===== config.mk =====
export PLATFORM = sky130hd
export DESIGN_NAME = hazard_scoreboard
export DESIGN_NICKNAME = d
export VERILOG_FILES = /design/src/rtl/hazard_pkg.sv /design/src/rtl/pend_counter.sv /design/src/rtl/hazard_scoreboard.sv
export SDC_FILE = /design/constraint.sdc
export NUM_CORES = 1
export LEC_CHECK = 0
export CAP_MARGIN = 10
export CORE_UTILIZATION = 55
export CTS_BUF_LIST = sky130_fd_sc_hd__clkbuf_8
export DETAILED_ROUTE_END_ITERATION = 7
export DONT_BUFFER_PORTS = 1
export PLACE_DENSITY = 0.77
export SYNTH_ARGS = -nofsm -noshare
export SYNTH_HDL_FRONTEND = slang
export SYNTH_SLANG_ARGS = --single-unit

===== constraint.sdc =====
create_clock -name CLK -period 5.46 [get_ports CLK]
set_input_delay 0.819 -clock CLK [delete_from_list [all_inputs] [get_ports CLK]]
set_output_delay 0.819 -clock CLK [all_outputs]
set_load 0.005 [all_outputs]

===== src/rtl/hazard_pkg.sv =====
// Shared types and widths for the decode hazard scoreboard.
package hazard_pkg;

  localparam int unsigned REG_ADDR_W   = 5;
  localparam int unsigned NREG_DEFAULT = 32;
  localparam int unsigned FLUSH_CNT_W  = 4;

  typedef enum logic {
    IDLE     = 1'b0,
    FLUSHING = 1'b1
  } flush_state_t;

endpackage


===== src/rtl/pend_counter.sv =====
// Saturating up/down counter of outstanding writes for one architectural register.
//   CLK, RESET   : clock, synchronous active-high reset
//   inc_i        : a writer to this register issued this cycle
//   dec_i        : writeback to this register this cycle (may arrive with count 0)
//   cnt_o        : current outstanding-write count
//   underflow_o  : dec_i while count is 0 (count stays at 0)
module pend_counter #(
  parameter int unsigned CNT_W = 2
) (
  input  logic             CLK,
  input  logic             RESET,
  input  logic             inc_i,
  input  logic             dec_i,
  output logic [CNT_W-1:0] cnt_o,
  output logic             underflow_o
);

  logic [CNT_W-1:0] cnt_q, cnt_d;
  logic             zero, max, dec_eff;

  assign zero        = (cnt_q == '0);
  assign max         = (cnt_q == '1);
  assign dec_eff     = dec_i & ~zero;
  assign underflow_o = dec_i & zero;
  assign cnt_o       = cnt_q;

  // Simultaneous issue and retire of the same register cancel out.
  always_comb begin
    cnt_d = cnt_q;
    if (inc_i && dec_eff) begin
      cnt_d = cnt_q;
    end else if (inc_i && !max) begin
      cnt_d = cnt_q + CNT_W'(1);
    end else if (dec_eff) begin
      cnt_d = cnt_q - CNT_W'(1);
    end
  end

  always_ff @(posedge CLK) begin
    if (RESET) begin
      cnt_q <= '0;
    end else begin
      cnt_q <= cnt_d;
    end
  end

endmodule


===== src/rtl/hazard_scoreboard.sv =====
// Decode-stage hazard controller: tracks outstanding register writes, stalls decode on
// RAW/WAW-saturation hazards and sequences the post-branch flush.
// Optional feature: define HAZARD_WB_BYPASS_EN to treat a source whose last pending write
// retires this cycle as forwarded (no stall).
// Ports:
//   CLK, RESET                  clock, synchronous active-high reset
//   ID_VALID                    decode holds a valid instruction
//   ID_RS1/ID_RS2, ID_USES_RS1/2 source indices and read enables
//   ID_RD, ID_WRITES_RD         destination index and write enable
//   WB_VALID, WB_RD             writeback retiring a write
//   BRANCH_TAKEN                one-cycle taken-branch pulse
//   STALL                       decode hold (combinational)
//   FLUSH                       squash IF/ID and ID/EX
//   PC_WRITE_EN, IF_ID_WRITE_EN pipeline front-end enables
//   ISSUE                       instruction leaves decode this cycle
//   BUSY_MASK                   registers with outstanding writes
//   ERR                         sticky writeback-without-pending-write flag
module hazard_scoreboard
  import hazard_pkg::*;
#(
  parameter int unsigned NREG         = NREG_DEFAULT,
  parameter int unsigned CNT_W        = 2,
  parameter int unsigned FLUSH_CYCLES = 2
) (
  input  logic                  CLK,
  input  logic                  RESET,
  input  logic                  ID_VALID,
  input  logic [REG_ADDR_W-1:0] ID_RS1,
  input  logic [REG_ADDR_W-1:0] ID_RS2,
  input  logic                  ID_USES_RS1,
  input  logic                  ID_USES_RS2,
  input  logic [REG_ADDR_W-1:0] ID_RD,
  input  logic                  ID_WRITES_RD,
  input  logic                  WB_VALID,
  input  logic [REG_ADDR_W-1:0] WB_RD,
  input  logic                  BRANCH_TAKEN,
  output logic                  STALL,
  output logic                  FLUSH,
  output logic                  PC_WRITE_EN,
  output logic                  IF_ID_WRITE_EN,
  output logic                  ISSUE,
  output logic [NREG-1:0]       BUSY_MASK,
  output logic                  ERR
);

  logic [NREG-1:0][CNT_W-1:0] pend;
  logic [NREG-1:0]            underflow;

  flush_state_t               state_q, state_d;
  logic [FLUSH_CNT_W-1:0]     fcnt_q, fcnt_d;
  logic                       err_q;

  logic hazard1, hazard2, waw_sat;

  // x0 is never tracked.
  assign pend[0]      = '0;
  assign underflow[0] = 1'b0;

  for (genvar r = 1; r < NREG; r++) begin : g_pend
    pend_counter #(.CNT_W(CNT_W)) u_cnt (
      .CLK         (CLK),
      .RESET       (RESET),
      .inc_i       (ISSUE & ID_WRITES_RD & (ID_RD == REG_ADDR_W'(r))),
      .dec_i       (WB_VALID & (WB_RD == REG_ADDR_W'(r))),
      .cnt_o       (pend[r]),
      .underflow_o (underflow[r])
    );
  end

  for (genvar r = 0; r < NREG; r++) begin : g_busy
    assign BUSY_MASK[r] = (pend[r] != '0);
  end

  // Source hazard: read of a register with outstanding writes.
`ifdef HAZARD_WB_BYPASS_EN
  logic byp1, byp2;
  assign byp1    = WB_VALID & (WB_RD == ID_RS1) & (pend[ID_RS1] == CNT_W'(1));
  assign byp2    = WB_VALID & (WB_RD == ID_RS2) & (pend[ID_RS2] == CNT_W'(1));
  assign hazard1 = ID_USES_RS1 & (ID_RS1 != '0) & (pend[ID_RS1] != '0) & ~byp1;
  assign hazard2 = ID_USES_RS2 & (ID_RS2 != '0) & (pend[ID_RS2] != '0) & ~byp2;
`else
  assign hazard1 = ID_USES_RS1 & (ID_RS1 != '0) & (pend[ID_RS1] != '0);
  assign hazard2 = ID_USES_RS2 & (ID_RS2 != '0) & (pend[ID_RS2] != '0);
`endif

  // Another writer would overflow the destination's counter.
  assign waw_sat = ID_WRITES_RD & (ID_RD != '0) & (pend[ID_RD] == '1);

  assign STALL          = ID_VALID & (hazard1 | hazard2 | waw_sat);
  assign FLUSH          = (state_q == FLUSHING);
  assign PC_WRITE_EN    = ~STALL | FLUSH;
  assign IF_ID_WRITE_EN = ~STALL | FLUSH;
  assign ISSUE          = ID_VALID & ~STALL & ~FLUSH;
  assign ERR            = err_q;

  // Flush sequencer: a taken branch (re)loads the remaining-cycle count.
  always_comb begin
    state_d = state_q;
    fcnt_d  = fcnt_q;
    case (state_q)
      IDLE: begin
        if (BRANCH_TAKEN) begin
          state_d = FLUSHING;
          fcnt_d  = FLUSH_CNT_W'(FLUSH_CYCLES);
        end
      end
      FLUSHING: begin
        if (BRANCH_TAKEN) begin
          fcnt_d = FLUSH_CNT_W'(FLUSH_CYCLES);
        end else if (fcnt_q == FLUSH_CNT_W'(1)) begin
          state_d = IDLE;
          fcnt_d  = '0;
        end else begin
          fcnt_d = fcnt_q - FLUSH_CNT_W'(1);
        end
      end
      default: begin
        state_d = IDLE;
        fcnt_d  = '0;
      end
    endcase
  end

  always_ff @(posedge CLK) begin
    if (RESET) begin
      state_q <= IDLE;
      fcnt_q  <= '0;
      err_q   <= 1'b0;
    end else begin
      state_q <= state_d;
      fcnt_q  <= fcnt_d;
      err_q   <= err_q | (|underflow);
    end
  end

endmodule


==> results.toml <==
[status]
outcome = "completed"

[floorplanning]
core_um2 = 10940
io-pin-count = 66
die_w_um = 108.5
placementRows = 38
die_area_um2 = 11780
die_h_um = 108.5
initial_core_util_pct = 57.07

[setup_path]
critPathMaxFanout = 13
reg2reg_slack_ns = 1.67
required_ns = 4.64
crit_path_end = "STALL"
cp.arrival_ns = 3.11
worstSetupPathType = "reg -> out"
end_kind = "output pin"
r2r_cells = 9
cp_cell_sequence = "or2_4 -> mux2_2 -> a211o_1 -> a211o_1 -> or4_4 -> or3_1 -> and2_1"
path_depth = 7
r2r_end = "g_pend[15].u_cnt.cnt_o[0]"
crit_path_start_kind = "flop"
r2r-start = "g_pend[1].u_cnt.cnt_o[0]"
cpPeakStageDelay_ns = 0.60
worst-path-buf-inv = 0
cp_top_family = "simple AND/OR/NAND/NOR gates"
cp_slowest_cell = "or4_4"
startpoint = "g_pend[1].u_cnt.cnt_o[0]"
cpMostUsedCell = "a211o_1"

[synthesis]
syn_area_per_cell_um2 = 7.174
ys_types = 69
yosysSeqAreaShare_pct = 21.81
yosysTopAreaCell = "dfxtp_1"
synth_edf_count = 0
synthArstFlopShare_pct = 0
synthesis.nets = 900
yosys_most_used_dff = "dfxtp_1"
ys_warn_count = 0
synth-seq-cells = 68
synth_area_leaders = "dfxtp_1 22%, nand2_1 5.8%, nor2_1 5.2%, mux4_2 4.3%, nand4_1 4.1%"
synthCells = 870
syn_area_um2 = 6241
synth_top_area_share_pct = 21.81

[timing]
hold_viol = 0
fin_hold_ws_ns = 0.4903
finalSetupViolations = 0
worst_pin_slew_ns = 1.147
post-route-min-period_ns = 3.925
period_share_pct = 71.89
rsz0062_at_grt = "false"
maxSlewViolCount = 0
clock_skew_ns = 0.01403
tns_ns = 0
max_freq_ghz = 0.2548
relSlewSlack_pct = 23.26

[power]
power_density_nw_per_um2 = 175.0
p_leak_nw = 2.356
ir_drop_mv = 0.1407

[cells_and_area]
num-fill-cells = 1021
diodes = 0
layout.nets = 854
layout_common_cells = "96 x nand2_1, 86 x nor2_1, 68 x dfxtp_1"
area_delta_synth_final_pct = 2.867
layout-drive-gt1-share_pct = 9.288
final_util_pct = 58.71
layout_commonest_cell = "nand2_1"

[drt]
post_drt_wl_per_cell_um = 22.09
drc = 0
wirelength_um = 21410
dr_total_vias = 6871
dr.pass1.iters = 6
ant_nets = 0
viasPerCell = 7.091
drt-initial-drc-count = 1051

[clock_tree]
cts-resized-gates = 0
clkLatencyLatePin_ns = 0.39
cts_tree = "done"
path_clk_slew_ns = 0.08
cts_buffers = 9
holdBufCountCts = 0
htreeDepth = 3
clock-sinks = 68
root_buffer = "clkbuf_8"
ctsLongestPathBuffers = 2
postCtsSetupRepairBufs = 0

[global_routing]
overflow = 0
grt_max_degree = 69
grt_pass1_vias = 6148
antenna_found_initial = 0
grt_pass1_wl_um = 33110
grt_usage_pct = 37.13

[placement]
gp_congestion = 0.9919
dp_hpwl_um = 15600
io_buffers = 0

[min_path]
hold_class = "in -> reg"
hold_path_depth = 1

[flow_run]
cap_viol_max_count = 0
-- worst register-to-register path, cell delays in order, from the launching register on --
cell       delay (ns)
dfxtp_1          0.39
or2_4            0.29
mux2_2           0.27
a211o_1          0.29
a211o_1          0.25
or4_4            0.60
nor3_4           0.76
nand2_1          0.24
mux2i_1          0.20
a2111oi_2        0.39
-- Yosys cell counts (18+ instances only) --
cell,number
a21oi_1,49
nand2_1,96
mux2i_1,18
a31oi_1,32
nor2_1,86
inv_1,47
nand4_1,41
clkbuf_1,43
o21ai_0,45
and3_1,18
dfxtp_1,68
nand3_1,40
nor3_1,33
-- stage by stage --
step | area, um2 | cells | power (mW) | setup WS [ns]
CTS | 6420 | 969 | 1.125 | 1.543
finish | 6420 | 969 | 1.124 | 1.535
floorplan | 6241 | 870 | 0.6259 | 1.661
global route | 6420 | 969 | 1.151 | 1.430
detailed placement | 6183 | 953 | 0.6233 | 1.556
global placement | 6183 | 953 | 0.6200 | 1.616
-- cell families after synthesis --
group / Yosys count / synth area share, %
xor gates and xnor gates: 2 / 0.2807
muxes: 44 / 9.743
adders and majority gates: 2 / 0.4009
DFF: 68 / 21.81
buffers and inverters: 110 / 7.418
AOI/OAI and AO/OA: 230 / 25.56
and+or+nand+nor: 413 / 34.72
other: 1 / 0.06009
-- state kept, by name (all words and copies together), names as in the netlist --
name                flops
g_pend.u_cnt.cnt_o     62
fcnt_q                  4
FLUSH                   1
ERR                     1
-- power breakdown --
part / internal [mW] / switching, mW / leakage [nW]
sequential: 0.499 / 0.00384 / 0.549
clock: 0.293 / 0.215 / 0.120
combinational: 0.0425 / 0.0709 / 1.69
total: 0.834 / 0.289 / 2.36
-- area by class of cell --
cell class,count,area [um2],share of cell area [%]
Timing Repair Buffer,6,45.04,0.7016
Sequential cell,68,1361,21.20
Clock buffer,12,165.2,2.573
Tap cell,140,175.2,2.729
Inverter,47,176.4,2.748
Multi-Input combinational cell,692,4425,68.93
Clock inverter,4,71.32,1.111
-- layer usage --
layer / part of all wire [%] / wire length [um] / global-route usage [%]
met1: 39 / 8336 / 47.15
met2: 44 / 9513 / 57.78
met3: 13 / 2850 / 12.48
met4: 3.3 / 706 / 14.38
met5: 0 / 0 / 0
-- worst min-delay path by stage --
stage                         startpoint                        end  slack (ns)
2_1_floorplan  g_pend[18].u_cnt.cnt_o[1]  g_pend[18].u_cnt.cnt_o[0]        0.47
3_3_place_gp   g_pend[18].u_cnt.cnt_o[1]  g_pend[18].u_cnt.cnt_o[1]        0.49
3_5_place_dp   g_pend[18].u_cnt.cnt_o[1]  g_pend[18].u_cnt.cnt_o[1]        0.51
4_1_cts                            RESET  g_pend[13].u_cnt.cnt_o[0]        0.48
5_1_grt                            RESET  g_pend[31].u_cnt.cnt_o[1]        0.49
6_report                           RESET  g_pend[12].u_cnt.cnt_o[0]        0.49
Note: power is estimated with default switching activity, not from simulation.
